==> src/rtl/imu_message_mc393_pkg.sv <==
// rtl/imu_message_mc393_pkg.sv - shared trigger modes and width helper for the IMU message logger
package imu_message_mc393_pkg;

    typedef enum logic [1:0] {
        MODE_OFF   = 2'd0,
        MODE_GATED = 2'd1,
        MODE_PULSE = 2'd2,
        MODE_RSVD  = 2'd3
    } trig_mode_e;

    // Never returns less than 1 so single-channel builds keep a legal select width.
    function automatic int clog2(input int value);
        int r;
        int v;
        r = 0;
        v = value - 1;
        while (v > 0) begin
            r = r + 1;
            v = v >> 1;
        end
        if (r < 1) begin
            r = 1;
        end
        return r;
    endfunction

endpackage

==> src/rtl/imu_trig_denoise.sv <==
// rtl/imu_trig_denoise.sv - trigger synchronizer, de-noise filter and registered edge pulses
module imu_trig_denoise #(
    parameter int DENOISE_W = 8
) (
    input  logic                 mclk,
    input  logic                 clr,
    input  logic                 trig,
    input  logic [DENOISE_W-1:0] denoise_len,
    output logic                 rise,
    output logic                 fall
);

    logic [2:0]           sync;
    logic                 filt;
    logic                 filt_d;
    logic [DENOISE_W-1:0] cnt;

    always_ff @(posedge mclk) begin
        if (clr) begin
            sync   <= 3'b000;
            filt   <= 1'b0;
            filt_d <= 1'b0;
            cnt    <= denoise_len;
            rise   <= 1'b0;
            fall   <= 1'b0;
        end else begin
            sync <= {sync[1:0], trig};
            // Level flips only after len+1 consecutive disagreeing samples.
            if (sync[2] == filt) begin
                cnt <= denoise_len;
            end else if (cnt == '0) begin
                filt <= sync[2];
                cnt  <= denoise_len;
            end else begin
                cnt <= cnt - 1'b1;
            end
            filt_d <= filt;
            rise   <= filt & ~filt_d;
            fall   <= ~filt & filt_d;
        end
    end

endmodule

==> src/rtl/imu_message_mc393.sv <==
// rtl/imu_message_mc393.sv - per-channel trigger timestamps, message buffer and round-robin 16-bit readout
module imu_message_mc393
    import imu_message_mc393_pkg::*;
#(
    parameter int NUM_CH    = 4,
    parameter int MSG_WORDS = 14,
    parameter int DENOISE_W = 8,
    localparam int CW = clog2(NUM_CH),
    localparam int WW = clog2(MSG_WORDS),
    localparam int RW = clog2(2 * MSG_WORDS),
    localparam int AW = clog2(NUM_CH * MSG_WORDS)
) (
    input  logic                 mclk,
    input  logic                 mrst,
    input  logic                 en,
    input  logic [2*NUM_CH-1:0]  mode,
    input  logic [DENOISE_W-1:0] denoise_len,
    input  logic                 we,
    input  logic [CW+WW-1:0]     wa,
    input  logic [31:0]          din,
    input  logic [NUM_CH-1:0]    trig,
    output logic [NUM_CH-1:0]    ts,
    output logic                 rdy,
    output logic [CW-1:0]        rdy_chn,
    input  logic                 rd_stb,
    output logic [15:0]          rdata,
    output logic [NUM_CH-1:0]    overrun
);

    logic              clr;
    logic [NUM_CH-1:0] rise;
    logic [NUM_CH-1:0] fall;
    logic [NUM_CH-1:0] active;
    logic [NUM_CH-1:0] ts_next;
    logic [NUM_CH-1:0] pend_set;
    logic [NUM_CH-1:0] pending;
    logic [NUM_CH-1:0] pend_next;
    logic [NUM_CH-1:0] ovr_evt;
    logic [NUM_CH-1:0] kill;
    logic [NUM_CH-1:0] eligible;
    logic [NUM_CH-1:0] done_mask;
    logic              done;
    logic              sel_found;
    logic [CW-1:0]     sel_chn;
    logic [CW-1:0]     last_chn;
    logic [RW-1:0]     raddr;

    logic [31:0]       msg_buf [NUM_CH*MSG_WORDS];
    logic [CW-1:0]     wr_chn;
    logic [WW-1:0]     wr_word;
    logic [AW-1:0]     wr_idx;
    logic [AW-1:0]     rd_idx;
    logic [31:0]       rd_word;

    assign clr = mrst | ~en;

    for (genvar ch = 0; ch < NUM_CH; ch++) begin : g_denoise
        imu_trig_denoise #(
            .DENOISE_W   (DENOISE_W)
        ) u_denoise (
            .mclk        (mclk),
            .clr         (clr),
            .trig        (trig[ch]),
            .denoise_len (denoise_len),
            .rise        (rise[ch]),
            .fall        (fall[ch])
        );
    end

    always_comb begin
        active   = '0;
        pend_set = '0;
        for (int i = 0; i < NUM_CH; i++) begin
            active[i]   = (mode[2*i +: 2] == MODE_GATED) || (mode[2*i +: 2] == MODE_PULSE);
            pend_set[i] = ((mode[2*i +: 2] == MODE_GATED) && fall[i]) ||
                          ((mode[2*i +: 2] == MODE_PULSE) && rise[i]);
        end
    end

    // A timestamp on an already pending channel means the host lost that message.
    assign ts_next  = rise & active;
    assign ovr_evt  = ts_next & pending;
    assign kill     = ovr_evt | ~active;
    assign eligible = pending & ~kill;

    assign done      = rdy & rd_stb & ~kill[rdy_chn] && (raddr == RW'(2 * MSG_WORDS - 1));
    assign done_mask = done ? (NUM_CH'(1) << rdy_chn) : '0;
    assign pend_next = ((pending & ~done_mask) | pend_set) & ~ovr_evt & active;

    always_comb begin
        sel_found = 1'b0;
        sel_chn   = '0;
        for (int i = 1; i <= NUM_CH; i++) begin
            if (!sel_found && eligible[(int'(last_chn) + i) % NUM_CH]) begin
                sel_found = 1'b1;
                sel_chn   = CW'((int'(last_chn) + i) % NUM_CH);
            end
        end
    end

    always_ff @(posedge mclk) begin
        if (clr) begin
            ts       <= '0;
            pending  <= '0;
            overrun  <= '0;
            rdy      <= 1'b0;
            rdy_chn  <= '0;
            raddr    <= '0;
            last_chn <= '0;
        end else begin
            ts      <= ts_next;
            pending <= pend_next;
            overrun <= overrun | ovr_evt;
            if (rdy) begin
                if (kill[rdy_chn] || done) begin
                    rdy   <= 1'b0;
                    raddr <= '0;
                end else if (rd_stb) begin
                    raddr <= raddr + 1'b1;
                end
            end else if (sel_found) begin
                rdy      <= 1'b1;
                rdy_chn  <= sel_chn;
                raddr    <= '0;
                last_chn <= sel_chn;
            end
        end
    end

    // Buffer is never cleared by reset so the host may re-read after a restart.
    assign wr_chn  = wa[CW+WW-1:WW];
    assign wr_word = wa[WW-1:0];
    assign wr_idx  = AW'(wr_chn) * AW'(MSG_WORDS) + AW'(wr_word);

    always_ff @(posedge mclk) begin
        if (we && (int'(wr_chn) < NUM_CH) && (int'(wr_word) < MSG_WORDS)) begin
            msg_buf[wr_idx] <= din;
        end
    end

    assign rd_idx  = AW'(rdy_chn) * AW'(MSG_WORDS) + AW'(raddr >> 1);
    assign rd_word = msg_buf[rd_idx];
    assign rdata   = raddr[0] ? rd_word[15:0] : rd_word[31:16];

endmodule

==> config.mk <==
export PLATFORM = sky130hd
export DESIGN_NAME = imu_message_mc393
export DESIGN_NICKNAME = d
export VERILOG_FILES = /design/src/rtl/imu_message_mc393_pkg.sv /design/src/rtl/imu_trig_denoise.sv /design/src/rtl/imu_message_mc393.sv
export SDC_FILE = /design/constraint.sdc
export NUM_CORES = 2
export LEC_CHECK = 0
export ABC_AREA = 1
export CAP_MARGIN = 0
export CORE_MARGIN = 2
export CORE_UTILIZATION = 55
export CTS_CLUSTER_DIAMETER = 80
export DETAILED_ROUTE_END_ITERATION = 16
export HOLD_SLACK_MARGIN = 0.02
export PLACE_DENSITY_LB_ADDON = 0.25
export SLEW_MARGIN = 0
export SYNTH_ARGS = -nofsm -noshare
export SYNTH_HDL_FRONTEND = slang
export SYNTH_HIERARCHICAL = 1
export SYNTH_SLANG_ARGS = --single-unit
==> constraint.sdc <==
create_clock -name mclk -period 5.9 [get_ports mclk]
set_input_delay 1.77 -clock mclk [delete_from_list [all_inputs] [get_ports mclk]]
set_output_delay 1.77 -clock mclk [all_outputs]
set_load 0.1 [all_outputs]
==> results.md <==
- Die Y: 377 um
- Maximum root-to-sink buffer count: 3
- CP Depth: 15
- RSZ-0062 raised after global routing: yes
- Die area: 0.142 mm2
- Post-route cell area: just under 0.09 mm2
- RePlAce Congestion: slightly below 0.9
- Period utilization: between 90 and 100%
- Total CTS buffers: 187
- Final setup vio count: 0
- Worst EP arrival: 4.09 ns
- Pre-CTS setup slack: 0.237 ns
- Most frequent CP cell: nand2_1
- CTS Sinks: ~1900
- Critical Path Max Stage Delay: 0.67 ns
- DP HPWL: 118000 um
- Top FF cell, synth: edfxtp_1
- Synth Area in Adders: 0.558%
- Clk slew on worst S/H paths: roughly 0.06 ns
- Seq/Total Area, Yosys: 72.3%
- Seq pwr share: around two fifths
- Post-synth EDFFs: 1792
- Clock share of power: between 20% and 30%
- Async S/R FF share, synth: 0%
- TritonCTS clock tree: done
- Slowest cell on the critical path: fa_4
- Pwr/cell area: 436 mW/mm2
- Worst setup path startpoint: last_chn[1]
- R2r startpoint: raddr[1]
- Fin util: 63.0%
- WP buf/inv: 5
- Slew HR: between 10% and 20%
- Clock Latency Late Sink: slightly above 0.8 ns
- Final Hold Viols: 0
- Vias in the first global route: between 50000 and 60000
- Total track usage: roughly 30%
- Row count: between 100 and 150
- Post-route DRC: 0
- Leak: a little over 30 nW
- First-pass GRT wire length: 315000 um
- Max rail drop VDD: about 1.3 mV
- Drt first pass iters: 7
- Actual slew at the worst max-slew pin: ~1.3 ns
- Hold Startpoint: g_denoise[0].u_denoise/sync[0]
- Vias/cell: 5.97
- CP delay by family, top: simple AND/OR/NAND/NOR gates
- H-tree Lvls: 4
- Finished Layout Cells: roughly 8800
- Area growth, synth to finish: 14.2%
- Synth warn: 6
- DP Area: around 0.081 mm2
- Largest family of logic cells by synthesized area: simple AND/OR/NAND/NOR gates
- Cells after Synth: ~6700
- Final Worst Setup Slack: between 0.03 and 0.04 ns
- Crit-path max FO: 12
- Internal Pwr Total: 24.6 mW
- Largest net degree at the start of global routing: 173
- Hold-fix buffers, CTS: 0
- Yosys reg bits: between 1500 and 2000
- Post-synthesis cell type count: 32
- Hold Crit Class: reg2reg
- Synthesized area: 0.0767 mm2
- Critical path launch point type: register
- Share of cells above drive strength 1: approximately a tenth
- Final setup skew: about 0.012 ns
- Critical path data required time: between 4 and 5 ns
- Outcome: finished, final reports clean
- Synth Area in Simple Gates: 20.7%
- Port bufs: just under 90
- Minimum clock period: between 5 and 6 ns
- Upper clock frequency limit: 171 MHz
- Synth Area in Compound Gates: between 3 and 4%
- IO Count: 90
- Sw Ratio: roughly 36%
- Via count: approximately 53000
- Syn avg cell area: approximately 11 um2
- Switching pwr: roughly 14 mW
- Hold depth: 2
- Crit. End Element: primary output
- Max Slew Vio Count: 0
- Post-route ant nets: 0
- Final nets: 6890
- Worst Setup Path Type: reg2out
- Mapped Nets: around 6800
- Initial DRC count: between 7000 and 8000
- DR WL/cell: between 20 and 25 um
- Core area: 0.139 mm2
- Reg2Reg Depth: 11
- Antenna violations before repair: 8
- Drt total wl: around 210000 um
- Die W: 377 um
- Max-cap viol count: 0
- Crit path cell chain: inv_2 > ha_4 > fa_4 > buf_12 > inv_8 > buf_16 > nand3_1 > nand3_1 > nand2_1 > nand2_1 > nand3_2 > nand2_4 > nand2_1 > nand2_2 > buf_12
- Grt total ovfl: 0
- Combinational group share of total power: a little under a third
- Synth Area in XOR/XNOR: 0.147%
- Dpl cells: between 8000 and 9000
- Post-synthesis mux area share: 0%
- Initial Util: around 55%
- Root buf cell: clkbuf_16
cells by family after synthesis:
logic type / Yosys count
simple gates: 3747
flops: 1872
buf+inv: 565
compound gates: 447
fa+ha+maj: 33
xor+xnor: 12
metal layers:
metal | global-route usage, % | wire (um)
met1 | 41.6 | 82600
met3 | 5.69 | 23100
met5 | 0 | 0
met2 | 46.8 | 98600
met4 | 10.5 | 7260
registers in the layout, summed over array words and instances, names as in the netlist:
| register | cells |
|---|---|
| msg_buf | 1792 |
| g_denoise.u_denoise/cnt | 32 |
| g_denoise.u_denoise/sync | 12 |
| raddr | 5 |
| g_denoise.u_denoise/fall | 4 |
| g_denoise.u_denoise/filt | 4 |
| g_denoise.u_denoise/filt_d | 4 |
| g_denoise.u_denoise/rise | 4 |
| overrun | 4 |
| pending | 4 |
| ts | 4 |
| last_chn | 2 |
| rdy | 1 |
final cells by class:
cell class	instances	area (um2)
Multi-Input combinational cell	4239	19700
Fill cell	10300	51400
Inverter	174	696
Sequential cell	1872	55400
Antenna cell	2	5.00
Timing Repair inverter	1	11.3
Clock inverter	86	756
Timing Repair Buffer	319	3730
Tap cell	1876	2350
Clock buffer	248	4960
worst min-delay path, stage by stage, from the launching register on:
cell,delay [ns]
dfxtp_1,0.29
inv_1,0.04
nor2_1,0.03
Yosys cell counts, types with 9 or more instances:
| master | n | area share (%) |
|---|---|---|
| nand2_1 | 1621 | 7.9 |
| o21ai_1 | 20 | 0.13 |
| nor3_1 | 14 | 0.091 |
| buf_4 | 40 | 0.39 |
| o21ai_0 | 347 | 2.3 |
| edfxtp_1 | 1792 | 70 |
| ha_1 | 31 | 0.51 |
| buf_1 | 54 | 0.26 |
| buf_2 | 166 | 1.1 |
| nand3_1 | 1267 | 8.3 |
| inv_2 | 9 | 0.044 |
| nor2_1 | 787 | 3.9 |
| clkbuf_1 | 125 | 0.61 |
| a21oi_1 | 35 | 0.23 |
| nor2_2 | 20 | 0.16 |
| inv_1 | 163 | 0.80 |
| o211ai_1 | 39 | 0.38 |
| nand4_1 | 18 | 0.15 |
| dfxtp_1 | 80 | 2.1 |
power by group through the flow:
stage          combinational [mW]  sequential [mW]  clock [mW]
2_1_floorplan                6.34             15.1           0
3_3_place_gp                 10.9             15.1           0
3_5_place_dp                 11.0             15.1           0
4_1_cts                      11.6             14.9        11.3
5_1_grt                      12.8             14.9        11.8
6_report                     12.1             14.9        11.2
what timing repair did:
| item | 4_1_cts | 5_1_grt |
|---|---|---|
| setup buffers | 9 | 5 |
| resized for setup | 66 | 67 |
| pin swaps | 5 | 17 |
| gates cloned | 7 | 0 |
| endpoints found under the setup margin | 16 | 16 |
placed cells by master (no fill, tap or decap), types with 18 or more instances in the layout:
cell,n
nand2_2,56
a21oi_1,34
o211ai_1,39
buf_12,83
clkdlybuf4s50_1,41
inv_1,161
nand4_1,18
clkinv_1,37
dfxtp_1,78
clkbuf_1,56
nand3_1,1231
clkinv_2,26
edfxtp_1,1792
buf_2,32
nand2_1,1564
nand3_2,29
clkbuf_16,188
o21ai_0,347
buf_4,147
o21ai_1,20
ha_1,29
nor2_1,731
nor2_2,20
nor2_4,63
path summary, 6_finish.rpt:
path | endpoint | slack, ns
worst min register to register | g_denoise[0].u_denoise/sync[1] | 0.41
worst max-delay path | rdata[0] | 0.04
worst min-delay path | g_denoise[0].u_denoise/sync[1] | 0.41
worst max register to register | raddr[1] | 3.29
metrics by stage:
stage                     hold WS, ns  total power, mW  setup TNS, ns
final                           0.407             38.2              0
after global routing            0.418             39.5        -0.0885
after CTS                       0.411             37.7              0
after floorplan                 0.388             21.5              0
after global placement          0.398             26.0              0
after detailed placement        0.403             26.1              0
No activity file was read; power rests on OpenSTA's default activity.
